File: src/rtl/matriz_pkg.sv
// Shared types and constants for the matrix ALU sequencer.
// State encoding, opcode set and the operand-B predicate.
package matriz_pkg;

  localparam int N_ELEM      = 25;
  localparam int ELEM_W      = 8;
  localparam int ADDR_W      = 8;
  localparam int BUS_W       = N_ELEM * ELEM_W;
  localparam int IDX_W       = 5;
  localparam int ALU_TIMEOUT = 1024;
  localparam int TO_W        = $clog2(ALU_TIMEOUT);

  localparam logic [3:0] OP_ADD = 4'b0011;
  localparam logic [3:0] OP_SUB = 4'b0100;
  localparam logic [3:0] OP_MUL = 4'b0101;

  typedef enum logic [2:0] {
    IDLE,
    LOAD_A,
    LOAD_B,
    DRAIN,
    EXEC,
    STORE,
    FINISH
  } state_t;

  function automatic logic needs_b(input logic [3:0] op);
    return (op == OP_ADD) || (op == OP_SUB) || (op == OP_MUL);
  endfunction

endpackage

File: src/rtl/matriz_if.sv
// Instruction, data-memory and ALU signals of the sequencer.
// master = sequencer side, slave = environment side.
interface matriz_if;
  import matriz_pkg::*;

  logic              instr_valid;
  logic              instr_ready;
  logic [3:0]        instr_opcode;
  logic [ADDR_W-1:0] base_a;
  logic [ADDR_W-1:0] base_b;
  logic [ADDR_W-1:0] base_r;

  logic              mem_rd_en;
  logic              mem_wr_en;
  logic [ADDR_W-1:0] mem_addr;
  logic [ELEM_W-1:0] mem_wdata;
  logic [ELEM_W-1:0] mem_rdata;

  logic [3:0]        alu_opcode;
  logic [BUS_W-1:0]  matrizA;
  logic [BUS_W-1:0]  matrizB;
  logic              alu_start;
  logic              alu_done;
  logic [BUS_W-1:0]  matriz_resultante;

  logic              busy;
  logic              done;
  logic              error;

  modport master (
    input  instr_valid, instr_opcode, base_a, base_b, base_r,
    input  mem_rdata, alu_done, matriz_resultante,
    output instr_ready, mem_rd_en, mem_wr_en, mem_addr, mem_wdata,
    output alu_opcode, matrizA, matrizB, alu_start,
    output busy, done, error
  );

  modport slave (
    output instr_valid, instr_opcode, base_a, base_b, base_r,
    output mem_rdata, alu_done, matriz_resultante,
    input  instr_ready, mem_rd_en, mem_wr_en, mem_addr, mem_wdata,
    input  alu_opcode, matrizA, matrizB, alu_start,
    input  busy, done, error
  );

endinterface

File: src/rtl/matriz_byte_packer.sv
// Byte-addressed write port into a packed 5x5 matrix register.
// Element i lives at [8i+7:8i]; clr zeroes the whole matrix.
module matriz_byte_packer
  import matriz_pkg::*;
(
  input  logic              clk,
  input  logic              reset,
  input  logic              clr,
  input  logic              we,
  input  logic [IDX_W-1:0]  idx,
  input  logic [ELEM_W-1:0] din,
  output logic [BUS_W-1:0]  q
);

  always_ff @(posedge clk) begin
    if (reset || clr) begin
      q <= '0;
    end else if (we) begin
      q[int'(idx)*ELEM_W +: ELEM_W] <= din;
    end
  end

endmodule

File: src/rtl/matriz_controlador.sv
// Sequencer: load A/B from memory, run the ALU handshake,
// store the 25 result bytes, then pulse done.
module matriz_controlador
  import matriz_pkg::*;
(
  input logic      clk,
  input logic      reset,
  matriz_if.master bus
);

  state_t            state, state_n;
  logic [IDX_W-1:0]  cnt, pidx;
  logic [TO_W-1:0]   tcnt;
  logic [3:0]        op;
  logic [ADDR_W-1:0] ba, bb, br;
  logic [BUS_W-1:0]  res, a_q, b_q;
  logic              pend_a, pend_b, err;
  logic              last, tmo, accept, clr_b;

  assign last   = cnt == IDX_W'(N_ELEM - 1);
  assign tmo    = tcnt == TO_W'(ALU_TIMEOUT - 1);
  assign accept = (state == IDLE) && bus.instr_valid;
  assign clr_b  = (state == LOAD_A) && last && !needs_b(op);

  always_comb begin
    state_n = state;
    unique case (state)
      IDLE:   if (bus.instr_valid) state_n = LOAD_A;
      LOAD_A: if (last) state_n = needs_b(op) ? LOAD_B : DRAIN;
      LOAD_B: if (last) state_n = DRAIN;
      DRAIN:  state_n = EXEC;
      EXEC: begin
        if (bus.alu_done) state_n = STORE;
        else if (tmo)     state_n = FINISH;
      end
      STORE:  if (last) state_n = FINISH;
      FINISH: state_n = IDLE;
      default: state_n = IDLE;
    endcase
  end

  always_ff @(posedge clk) begin
    if (reset) begin
      state  <= IDLE;
      cnt    <= '0;
      tcnt   <= '0;
      pidx   <= '0;
      pend_a <= 1'b0;
      pend_b <= 1'b0;
      op     <= '0;
      ba     <= '0;
      bb     <= '0;
      br     <= '0;
      res    <= '0;
      err    <= 1'b0;
    end else begin
      state  <= state_n;
      pend_a <= state == LOAD_A;
      pend_b <= state == LOAD_B;
      pidx   <= cnt;
      if (state != state_n) cnt <= '0;
      else cnt <= cnt + 1'b1;
      if (state == EXEC) tcnt <= tcnt + 1'b1;
      else tcnt <= '0;
      if (accept) begin
        op  <= bus.instr_opcode;
        ba  <= bus.base_a;
        bb  <= bus.base_b;
        br  <= bus.base_r;
        err <= 1'b0;
      end
      if (state == EXEC && bus.alu_done)
        res <= bus.matriz_resultante;
      else if (state == EXEC && tmo)
        err <= 1'b1;
    end
  end

  // Read data lags the strobe by one cycle, so capture uses pidx.
  matriz_byte_packer u_pack_a (
    .clk   (clk),
    .reset (reset),
    .clr   (accept),
    .we    (pend_a),
    .idx   (pidx),
    .din   (bus.mem_rdata),
    .q     (a_q)
  );

  matriz_byte_packer u_pack_b (
    .clk   (clk),
    .reset (reset),
    .clr   (clr_b),
    .we    (pend_b),
    .idx   (pidx),
    .din   (bus.mem_rdata),
    .q     (b_q)
  );

  always_comb begin
    bus.instr_ready = state == IDLE;
    bus.busy        = state != IDLE;
    bus.done        = state == FINISH;
    bus.alu_start   = state == EXEC;
    bus.mem_rd_en   = (state == LOAD_A) || (state == LOAD_B);
    bus.mem_wr_en   = state == STORE;
    bus.mem_wdata   = '0;
    bus.mem_addr    = '0;
    bus.alu_opcode  = op;
    bus.matrizA     = a_q;
    bus.matrizB     = b_q;
    bus.error       = err;
    unique case (1'b1)
      state == LOAD_A: bus.mem_addr = ba + ADDR_W'(cnt);
      state == LOAD_B: bus.mem_addr = bb + ADDR_W'(cnt);
      state == STORE: begin
        bus.mem_addr  = br + ADDR_W'(cnt);
        bus.mem_wdata = res[int'(cnt)*ELEM_W +: ELEM_W];
      end
      default: bus.mem_addr = '0;
    endcase
  end

endmodule
File: src/flat_wrapper.sv
// flat-port wrapper written by rule: the top's interface ports become plain ports
module matriz_controlador_flat import matriz_pkg::*;
  (clk, reset, bus_instr_valid, bus_instr_opcode, bus_base_a, bus_base_b, bus_base_r, bus_mem_rdata, bus_alu_done, bus_matriz_resultante, bus_instr_ready, bus_mem_rd_en, bus_mem_wr_en, bus_mem_addr, bus_mem_wdata, bus_alu_opcode, bus_matrizA, bus_matrizB, bus_alu_start, bus_busy, bus_done, bus_error);
  matriz_if bus_i ();
  input logic clk;
  input logic reset;
  input wire logic [$bits(bus_i.instr_valid)-1:0] bus_instr_valid;
  input wire logic [$bits(bus_i.instr_opcode)-1:0] bus_instr_opcode;
  input wire logic [$bits(bus_i.base_a)-1:0] bus_base_a;
  input wire logic [$bits(bus_i.base_b)-1:0] bus_base_b;
  input wire logic [$bits(bus_i.base_r)-1:0] bus_base_r;
  input wire logic [$bits(bus_i.mem_rdata)-1:0] bus_mem_rdata;
  input wire logic [$bits(bus_i.alu_done)-1:0] bus_alu_done;
  input wire logic [$bits(bus_i.matriz_resultante)-1:0] bus_matriz_resultante;
  output wire logic [$bits(bus_i.instr_ready)-1:0] bus_instr_ready;
  output wire logic [$bits(bus_i.mem_rd_en)-1:0] bus_mem_rd_en;
  output wire logic [$bits(bus_i.mem_wr_en)-1:0] bus_mem_wr_en;
  output wire logic [$bits(bus_i.mem_addr)-1:0] bus_mem_addr;
  output wire logic [$bits(bus_i.mem_wdata)-1:0] bus_mem_wdata;
  output wire logic [$bits(bus_i.alu_opcode)-1:0] bus_alu_opcode;
  output wire logic [$bits(bus_i.matrizA)-1:0] bus_matrizA;
  output wire logic [$bits(bus_i.matrizB)-1:0] bus_matrizB;
  output wire logic [$bits(bus_i.alu_start)-1:0] bus_alu_start;
  output wire logic [$bits(bus_i.busy)-1:0] bus_busy;
  output wire logic [$bits(bus_i.done)-1:0] bus_done;
  output wire logic [$bits(bus_i.error)-1:0] bus_error;
  assign bus_i.instr_valid = bus_instr_valid;
  assign bus_i.instr_opcode = bus_instr_opcode;
  assign bus_i.base_a = bus_base_a;
  assign bus_i.base_b = bus_base_b;
  assign bus_i.base_r = bus_base_r;
  assign bus_i.mem_rdata = bus_mem_rdata;
  assign bus_i.alu_done = bus_alu_done;
  assign bus_i.matriz_resultante = bus_matriz_resultante;
  assign bus_instr_ready = bus_i.instr_ready;
  assign bus_mem_rd_en = bus_i.mem_rd_en;
  assign bus_mem_wr_en = bus_i.mem_wr_en;
  assign bus_mem_addr = bus_i.mem_addr;
  assign bus_mem_wdata = bus_i.mem_wdata;
  assign bus_alu_opcode = bus_i.alu_opcode;
  assign bus_matrizA = bus_i.matrizA;
  assign bus_matrizB = bus_i.matrizB;
  assign bus_alu_start = bus_i.alu_start;
  assign bus_busy = bus_i.busy;
  assign bus_done = bus_i.done;
  assign bus_error = bus_i.error;
  matriz_controlador u_core (.clk(clk), .reset(reset), .bus(bus_i));
endmodule
File: config.mk
export PLATFORM = sky130hd
export DESIGN_NAME = matriz_controlador_flat
export DESIGN_NICKNAME = d
export VERILOG_FILES = /design/src/rtl/matriz_pkg.sv /design/src/rtl/matriz_if.sv /design/src/rtl/matriz_byte_packer.sv /design/src/rtl/matriz_controlador.sv /design/src/flat_wrapper.sv
export SDC_FILE = /design/constraint.sdc
export NUM_CORES = 1
export LEC_CHECK = 0
export CORE_AREA = 2 2 256 258
export CTS_CLUSTER_DIAMETER = 100
export CTS_CLUSTER_SIZE = 10
export DETAILED_ROUTE_END_ITERATION = 6
export DIE_AREA = 0 0 258 260
export PLACE_DENSITY = 0.7
export RECOVER_POWER = 25
export REMOVE_ABC_BUFFERS = 1
export SLEW_MARGIN = 20
export SYNTH_ARGS = -nofsm -noshare
export SYNTH_HDL_FRONTEND = slang
export SYNTH_HIERARCHICAL = 1
export SYNTH_SLANG_ARGS = --single-unit
File: constraint.sdc
create_clock -name clk -period 6.7 [get_ports clk]
set_clock_uncertainty 0.05 [all_clocks]
set_input_delay 1.34 -clock clk [delete_from_list [all_inputs] [get_ports clk]]
set_output_delay 1.34 -clock clk [all_outputs]
set_load 0.01 [all_outputs]
After elaboration in Yosys (flattened, before gate mapping)
Cells that the tools add are included.
{ "totals": {"ff_bits": 654, "inputBits": 240, "out_inout_bits": 427, "elab_cells": 66} }
{ "op_classes": {"n_addsub": 6, "eq_ne": 12, "n_shift": 3, "mux": 15, "n_bitwise": 1, "reduce_logical": 15} }
{ "ops": {"columns": ["op", "count"], "rows": [
  ["$bwmux W200", 2],
  ["$shift A8 B33 Y200 const A", 1],
  ["$shiftx A200 B9 Y8", 1],
  ["$shiftx A8 B33 Y200", 1],
  ["$neg A8 Y33", 1],
  ["$add A8 B5 Y8", 3],
  ["$pmux W8 S3", 1],
  ["$mux W3", 6],
  ["$pmux W3 S6", 1],
  ["$add A10 B1 Y10 const B", 1],
  ["$eq A10 B10 Y1 const B", 1],
  ["$eq A3 B3 Y1 const B", 3],
  ["$eq A4 B3 Y1 const B", 2],
  ["$mux W8", 1],
  ["$eq A3 B2 Y1 const B", 2],
  ["$add A5 B1 Y5 const B", 1],
  ["$eq A5 B5 Y1 const B", 1],
  ["$logic_and A1 B1 Y1", 5],
  ["$logic_or A1 B1 Y1", 5],
  ["$eq A4 B2 Y1 const B", 1],
  ["$mux W1", 4],
  ["$reduce_or A2 Y1", 2],
  ["$eq A3 B1 Y1 const B", 1],
  ["$logic_not A3 Y1", 1],
  ["4 further kinds", 4]
]} }

Depth between registers and ports, before layout
{ "depth": {"word_depth": 8, "mapped_depth": 15} }

Cells and area by module
The synthesis kept the hierarchy.
{ "by_module_without_submodules": {"columns": ["mod", "instances", "cells_per_inst", "area_per_inst_um2", "seq_area_each_um2"], "rows": [
  ["matriz_controlador", 1, 1315, 11210.8, 5084.9],
  ["matriz_byte_packer (u_core.u_pack_b)", 1, 859, 7975.1, 4003.8],
  ["matriz_byte_packer (u_core.u_pack_a)", 1, 825, 7953.9, 4003.8]
]} }

Worst setup path after synthesis
Ideal clock, no wire load.
{ "synth_path": {"path_kind": "register to output", "startpoint": "reg u_core.state[0]", "endpoint": "out bus_mem_addr[6]", "t_arrival_ps": 2410, "path_slack_ps": 2900, "path_stages_with_launch": 13, "n_path_buf": 2, "cell_sequence": "dfxtp_1 buf_2 buf_1 o22ai_1 a21oi_1 ha_1 inv_1 fa_1 nor2b_1 o21a_1 o21a_1 o21bai_1 mux2i_1"} }
{ "synth_via": {"elab_chain_cells": 2, "word_cells_on_any_way": 4} }
{ "synth_lines": {"columns": ["item", "line", "text"], "rows": [
  ["start: declaration", "matriz_controlador.sv:11", "state_t state, state_n;"],
  ["start signal: assignment", "matriz_controlador.sv:57", "state <= state_n;"],
  ["$eq A3 B3 Y1, or another cell as far along", "matriz_controlador.sv:116", "state == STORE: begin"],
  ["$pmux W8 S3 *", "matriz_controlador.sv:113", "unique case (1'b1)"],
  ["end: declaration", "flat_wrapper.sv:18", "output wire logic [$bits(bus_i.mem_addr)-1:0] bus_mem_addr;"]
]} }
Mark *: on every way between the ends. The rest lies on a longest branch, timed or not.

Worst setup path after layout
Ends and elaborated chain as after synthesis.

==> results_dict.tcl <==
set metrics [dict create \
    status "finished, violations left" \
    violations "DRC, capacitance limit, slew limit" \
    slew-limit-headroom -1.68 \
    tritoncts.num_buffers 75 \
    tritoncts "yes" \
    clk_latency_ns 0.61 \
    die-area_um2 67100 \
    cts.sink_count 654 \
    synth.yosys.seq_area_share 0.482 \
    final-hold-violation-count 0 \
    finalHoldWorstSlack_ns 0.398 \
    design.final.nets 3790 \
    power.share.sequential 0.490 \
    slew_violations 274 \
    timing.final.crit_share 0.850 \
    timing.critical_path.arrival_ns 4.31 \
    cts-root-buf "clkbuf_16" \
    cts.hold.buffers_added 0 \
    ioPinCount 667 \
    switching_share 0.235 \
    critical_path.startpoint "u_core/state[0]" \
    grt_max_degree 201 \
    maxCapViolations 2 \
    synth_top_flop_cell "dfxtp_1" \
    post_synthesis_async_set_or_reset_flop_share 0 \
    grt_pass1_wl_um 140000 \
    grt_use_total 0.269 \
    cp_max_fo 24 \
    final_gp_congestion 0.893 \
    synth_cell_types 93 \
    criticalPathCategory "register to primary output" \
    ys_ff_latch 654 \
    worstSetupEndpoint "bus_mem_addr[6]" \
    critical_path.reg2reg.endpoint "u_core/res[130]" \
    worstRegToRegCells 6 \
    timing.hold.worst.class "register to register" \
    cell_leakage_power_nw 13.7 \
    port-buffer-count 666 \
    avgViaCountPerCell 5.50 \
    power-per-cell-area_nw_per_um2 223 \
    first_iter_violations 2205 \
    cts_max_level 3 \
    wire_per_inst_um 21.4 \
    design.core.area_um2 64100 \
    crit_path_start_kind "register" \
    cts_repair_resize_count 0 \
    initial_core_util 0.423 \
    cts.reportedPaths.clkPinSlew_ns 0.05 \
    power_report.internal_total_mw 6.15 \
    combinationalPowerShare 0.063 \
    clockBufferDepth 3 \
    clock_power_share 0.447 \
    rsz0062_at_grt "false" \
    drt_wirelength_um 94400 \
    global_route.overflow_total 0 \
    drive_gt1_frac 0.0606 \
    post_synth_inst_count 2999 \
    firstDrtPassIters 7 \
    synth.cell_area_um2 27100 \
    worst-slew-pin-transition_ns 4.03 \
    die-height_um 260 \
    antenna_found_initial 5 \
    report.final.setup_viol 0 \
    sum_of_internal_switching_and_leakage_power_mw 8.04 \
    synth_enable_flop_cells 0 \
    crit-reg2reg-launch "u_core/state[2]" \
    power.ir.vdd_worst_mv 0.145 \
    area_delta_synth_final_pct 33.2 \
    postCtsSetupRepairBufs 0 \
    power.net_switching_mw 1.89 \
    ys_warn_count 6 \
    dp.final_hpwl_um 66900 \
    r2r_slack_ns 1.81 \
    postSynthAreaPerCell_um2 9.05 \
    critical_path.endpoint_type "primary output" \
    die_x_extent_um 258 \
    fin_crit_ns 5.70 \
    max_clock_freq_mhz 176 \
    grt_pass1_vias 22900 \
    fp-row-count 93 \
    num_vias 24200 \
    cp.required_ns 5.31 \
    detail-route-antenna-nets 0 \
    drc 2 \
]
per-layer routing:
metal,track usage,wire length [um]
met1,0.331,37800
met2,0.455,45500
met3,0.0608,7750
met4,0.109,3310
met5,0,27
cells in the final DEF, fill, tap and decap left out, types with 6 or more instances in the layout:
cell type | netlist | routed
nor2b_1 | 18 | 18
xor2_1 | 6 | 6
nor2_1 | 73 | 71
and3_1 | 17 | 16
a211oi_1 | 10 | 10
nand2_1 | 751 | 750
dfxtp_1 | 654 | 651
dlygate4sd3_1 | 0 | 172
nor3b_1 | 11 | 7
a32o_1 | 8 | 8
inv_1 | 50 | 50
nand4_1 | 39 | 39
mux2i_1 | 231 | 231
nand2b_1 | 14 | 14
o21ai_0 | 66 | 66
mux4_4 | 7 | 7
o211a_1 | 9 | 9
and2b_1 | 7 | 7
a22o_1 | 36 | 36
mux4_1 | 22 | 22
clkdlybuf4s50_1 | 0 | 493
buf_4 | 7 | 37
a2111oi_1 | 7 | 7
ha_1 | 12 | 12
and2_1 | 9 | 9
xnor2_1 | 7 | 7
clkbuf_16 | 0 | 76
mux4_2 | 19 | 19
a21oi_1 | 297 | 297
or3_1 | 15 | 15
o22ai_1 | 46 | 46
o211ai_1 | 15 | 15
o21ai_1 | 22 | 22
nor3_1 | 19 | 19
nand3b_1 | 6 | 6
o2111ai_1 | 8 | 7
nand3_1 | 137 | 137
worst min path at each step:
stage | from | to | slack (ns) | cells past startpoint
3_3_place_gp | u_core/u_pack_a/q[51] | u_core/u_pack_a/q[51] | 0.39 | 2
4_1_cts | u_core/u_pack_a/q[60] | u_core/u_pack_a/q[60] | 0.40 | 2
2_1_floorplan | u_core/res[12] | u_core/res[12] | 0.38 | 2
3_5_place_dp | u_core/u_pack_a/q[60] | u_core/u_pack_a/q[60] | 0.39 | 2
5_1_grt | u_core/res[55] | u_core/res[55] | 0.41 | 2
6_report | u_core/u_pack_a/q[57] | u_core/u_pack_a/q[57] | 0.40 | 2
registers in the layout, indices dropped and copies added, names as in the netlist:
register               cells
u_core/bus.alu_opcode      4
u_core/pend_b              1
u_core/br                  8
u_core/cnt                 5
u_core/pend_a              1
u_core/pidx                5
u_core/ba                  8
u_core/state               3
u_core/res               200
u_core/bus.error           1
u_core/u_pack_a/q        200
u_core/tcnt               10
u_core/bb                  8
u_core/u_pack_b/q        200
power by group through the flow:
| stage | registers (mW) | logic [mW] | clock network [mW] |
|---|---|---|---|
| after floorplan | 4.02 | 0.188 | 0 |
| after global placement | 4.02 | 0.499 | 0 |
| after detailed placement | 4.02 | 0.500 | 0 |
| after CTS | 3.94 | 0.503 | 3.66 |
| after global routing | 3.94 | 0.538 | 3.82 |
| final | 3.94 | 0.508 | 3.59 |
final cells by class:
type / instances / area [um2]
Inverter: 50 / 188
Fill cell: 5771 / 28000
Antenna cell: 3 / 7.51
Sequential cell: 654 / 13100
Tap cell: 855 / 1070
Clock buffer: 78 / 1910
Multi-Input combinational cell: 2048 / 12700
Clock inverter: 7 / 121
Timing Repair Buffer: 708 / 7010
critical path, stage by stage (launching register included):
cell and delay (ns):
dfxtp_1 0.79, nand3b_1 0.13, buf_4 0.23, nand2_1 0.22, o22ai_1 0.13, a21oi_1 0.17, ha_1 0.23, inv_1 0.07
fa_1 0.41, nor2b_1 0.17, o21a_1 0.15, o21a_1 0.13, o21bai_1 0.08, mux2i_1 0.20, clkdlybuf4s50_1 0.57
synth_stat cells, types with 12 or more instances:
master,instances,share of area
nand2_1,751,0.10
dfxtp_1,654,0.48
a21oi_1,297,0.055
mux2i_1,231,0.085
clkbuf_1,161,0.022
nand3_1,137,0.025
nor2_1,73,0.010
o21ai_0,66,0.012
inv_1,50,0.0069
buf_2,46,0.0085
o22ai_1,46,0.011
nand4_1,39,0.0090
a22o_1,36,0.012
mux4_1,22,0.021
o21ai_1,22,0.0041
mux4_2,19,0.016
nor3_1,19,0.0035
nor2b_1,18,0.0041
and3_1,17,0.0039
o211ai_1,15,0.0041
or3_1,15,0.0035
nand2b_1,14,0.0032
buf_6,13,0.0054
ha_1,12,0.0055
cells by family after synthesis:
kind of cell | after synthesis | synth area share
mux | 281 | 0.130
fa+ha+maj | 13 | 0.00627
xor+xnor | 15 | 0.00581
compound gates | 572 | 0.128
flops | 654 | 0.482
buf+inv | 297 | 0.0509
simple gates | 1167 | 0.197
metrics by stage:
| stage | utilization | worst slack (ns) | setup TNS, ns | instances | area [um2] |
|---|---|---|---|---|---|
| CTS | 0.564 | 1.08 | 0 | 4400 | 36200 |
| global placement | 0.532 | 1.82 | 0 | 4314 | 34100 |
| detailed placement | 0.532 | 1.76 | 0 | 4315 | 34100 |
| finish | 0.564 | 1.00 | 0 | 4403 | 36100 |
| global route | 0.564 | 0.742 | 0 | 4403 | 36100 |
| floorplan | - | -2.56 | -322.40 | 2752 | 25900 |
(Power assumes the default switching activity.)
==> variant, RTL diff (config.mk and constraints unchanged) <==
`IDX_W`: 5 -> 4.
--- a/src/rtl/matriz_pkg.sv
+++ b/src/rtl/matriz_pkg.sv
@@ -7,5 +7,5 @@
   localparam int ADDR_W      = 8;
   localparam int BUS_W       = N_ELEM * ELEM_W;
-  localparam int IDX_W       = 5;
+  localparam int IDX_W       = 4;
   localparam int ALU_TIMEOUT = 1024;
   localparam int TO_W        = $clog2(ALU_TIMEOUT);
Function: not settled (the Yosys comparison gave no result); the edit may change what the design does.
==> variant against the unedited design <==
The run ends with max-capacitance violations, max-slew violations left. Worst setup slack worse by 0.14 ns. Wire length is 23% lower. Sequential cell count is 74 lower. Die area stayed put. Synthesized cell count is 18% lower. Final area is 15% lower. Area after synthesis is 18% lower. First-iteration DRC count is 30% lower. Power is 10% lower. Highest routed layer is now met4.
==> variant: results (changes against the unedited design) <==
Parameter                              Value

Outcome
  Failing checks    max-capacitance violations, max-slew violations
  Run status    complete, but fails checks

Place
  Gpl congestion    0.8449 (-5.4%)
  Port buffer count    594 (-11%)
  Detailed placer's ending HPWL    50310 um (-25%)

Timing
  Actual slew at the worst max-slew pin    3.210 ns (-0.8165 ns)
  Final sum of negative setup slack    0 ns (unchanged)
  Number of max-slew violations in the final report    187 (-32%)

Global route
  Via count of the first global-routing pass    18230 (-20%)
  Global-route total usage across every layer    20.88% (-6.0 points)
  Number of antenna violations at the first check in global routing    3 (-2)
  First-pass GRT wire length    109000 um (-22%)
  Pin count of the biggest net entering global routing    157 (-22%)

Finish
  Largest registers    u_core/u_pack_a/q (200), u_core/u_pack_b/q (200), u_core/res (128)
  Share of post-route cells with drive strength above 1    6.980% (+0.91 points)
  Fin nets    3227 (-15%)

Clock network
  Number of buffers added by the clock tree synthesis step    68 (-9.3%)
  Post-CTS Repair Setup Buffers    0 (unchanged)
  Buffer type at the clock tree root    sky130_fd_sc_hd__clkbuf_16
  Max Root-Sink Buffers    3 (unchanged)
  Insertion delay of the later-clocked pin in the worst-skew pair    ~0.60 ns
  Post-CTS sizing    0 (unchanged)
  Total number of H-tree levels    3 (unchanged)
  Clk slew on worst S/H paths    0.06 ns

Worst setup path
  Worst Path Arrival    4.44 ns (+0.13 ns)
  Critical path fanouts, max    23 (-4.2%)
  Nature of the critical path endpoint    primary output

Power and ir drop
  Static leakage power    11.47 nW (-16%)
  Maximum vdd ir drop    0.0001424 V (-1.5%)

Flow run
  Count of maximum capacitance violations    2 (unchanged)

Routing
  Number of iterations in the first detailed-routing pass    7 (unchanged)
  Number of DRC markers after the initial detailed-route iteration    1546 (-30%)
  Aggregate routed wire length    72350 um (-23%)
  Via-per-instance ratio    5.031 (-8.5%)

Synthesis
  Largest cells by area after synthesis    sky130_fd_sc_hd__dfxtp_1 (52%), sky130_fd_sc_hd__nand2_1 (8.7%), sky130_fd_sc_hd__nand3_1 (4.7%)
  Top post-synthesis cells by count    sky130_fd_sc_hd__dfxtp_1 (580), sky130_fd_sc_hd__nand2_1 (518), sky130_fd_sc_hd__nand3_1 (210), sky130_fd_sc_hd__a21oi_1 (181), sky130_fd_sc_hd__o21ai_0 (141)
  Distinct cells, synth    79 (-15%)
  Yosys warnings    6 (unchanged)
  Ys async rst share    0% (unchanged)
  Fraction of the yosys area taken by sequential cells    51.89% (+3.6 points)

Hold path
  Min-Delay Path Class    register to register
## variant: critical path: stages (launching register included)
cell and delay [ns]:
sky130_fd_sc_hd__dfxtp_1 0.77, sky130_fd_sc_hd__nand2b_1 0.34, sky130_fd_sc_hd__nand2_1 0.32, sky130_fd_sc_hd__o21ai_0 0.12, sky130_fd_sc_hd__a21oi_1 0.14, sky130_fd_sc_hd__ha_1 0.19
sky130_fd_sc_hd__inv_1 0.06, sky130_fd_sc_hd__fa_1 0.40, sky130_fd_sc_hd__nor2b_1 0.16, sky130_fd_sc_hd__o21a_1 0.13, sky130_fd_sc_hd__nor2_1 0.06, sky130_fd_sc_hd__o41ai_1 0.53
sky130_fd_sc_hd__clkdlybuf4s50_1 0.64
## variant: cells by family (layout without fill, tap and decap cells)
| logic type | Yosys count | in the layout | share of synthesized area, % |
|---|---|---|---|
| xor+xnor | 15 | 15 | 0.6542 |
| simple gates | 1078 | 1078 | 22.99 |
| mux | 127 | 127 | 7.917 |
| compound gates | 433 | 433 | 11.46 |
| flops | 580 | 580 | 51.89 |
| other cells | 0 | 2 | 0 |
| buf+inv | 212 | 732 | 4.227 |
| fa+ha+maj | 15 | 15 | 0.8723 |
## variant: area by class of cell
cell class	instances	area [um2]
Fill cell	6094	33340
Sequential cell	580	11610
Multi-Input combinational cell	1668	9862
Timing Repair Buffer	636	6277
Clock buffer	71	1765
Tap cell	855	1070
Clock inverter	7	115.1
Inverter	18	67.56
Antenna cell	2	5.005
## variant: through the flow
step / instance area, um2 / std cells / setup slack [ns]
final: 30780 / 3837 / 0.8661
after CTS: 30780 / 3834 / 0.8510
after floorplan: 21500 / 2266 / -4.365
after global routing: 30770 / 3835 / 0.5219
after detailed placement: 28900 / 3756 / 1.534
after global placement: 28890 / 3756 / 1.479
## variant: layer usage
metal  routed length (um)  vias to the layer above  GRT usage, %
li1                     -                     9437             -
met1                28970                     8965         25.04
met2                34460                      773         34.95
met3                 6335                      128         5.945
met4                 2588                        0         8.992
met5                    0                        -             0
## variant: final timing paths
path                               start                      to  slack [ns]  cells past startpoint
setup / recovery         u_core/state[1]         bus_mem_addr[6]        0.87                     12
hold / removal    u_core/u_pack_a/q[173]  u_core/u_pack_a/q[173]        0.37                      2
setup reg to reg           u_core/cnt[1]  u_core/u_pack_b/q[107]        1.78                      9
hold reg to reg   u_core/u_pack_a/q[173]  u_core/u_pack_a/q[173]        0.37                      2
## variant: power breakdown
| group | internal [mW] | total [mW] | switching [mW] | leakage (nW) |
|---|---|---|---|---|
| clock network | 1.88 | 3.28 | 1.40 | 0.919 |
| logic | 0.181 | 0.455 | 0.275 | 5.88 |
| registers | 3.47 | 3.48 | 0.0181 | 4.67 |
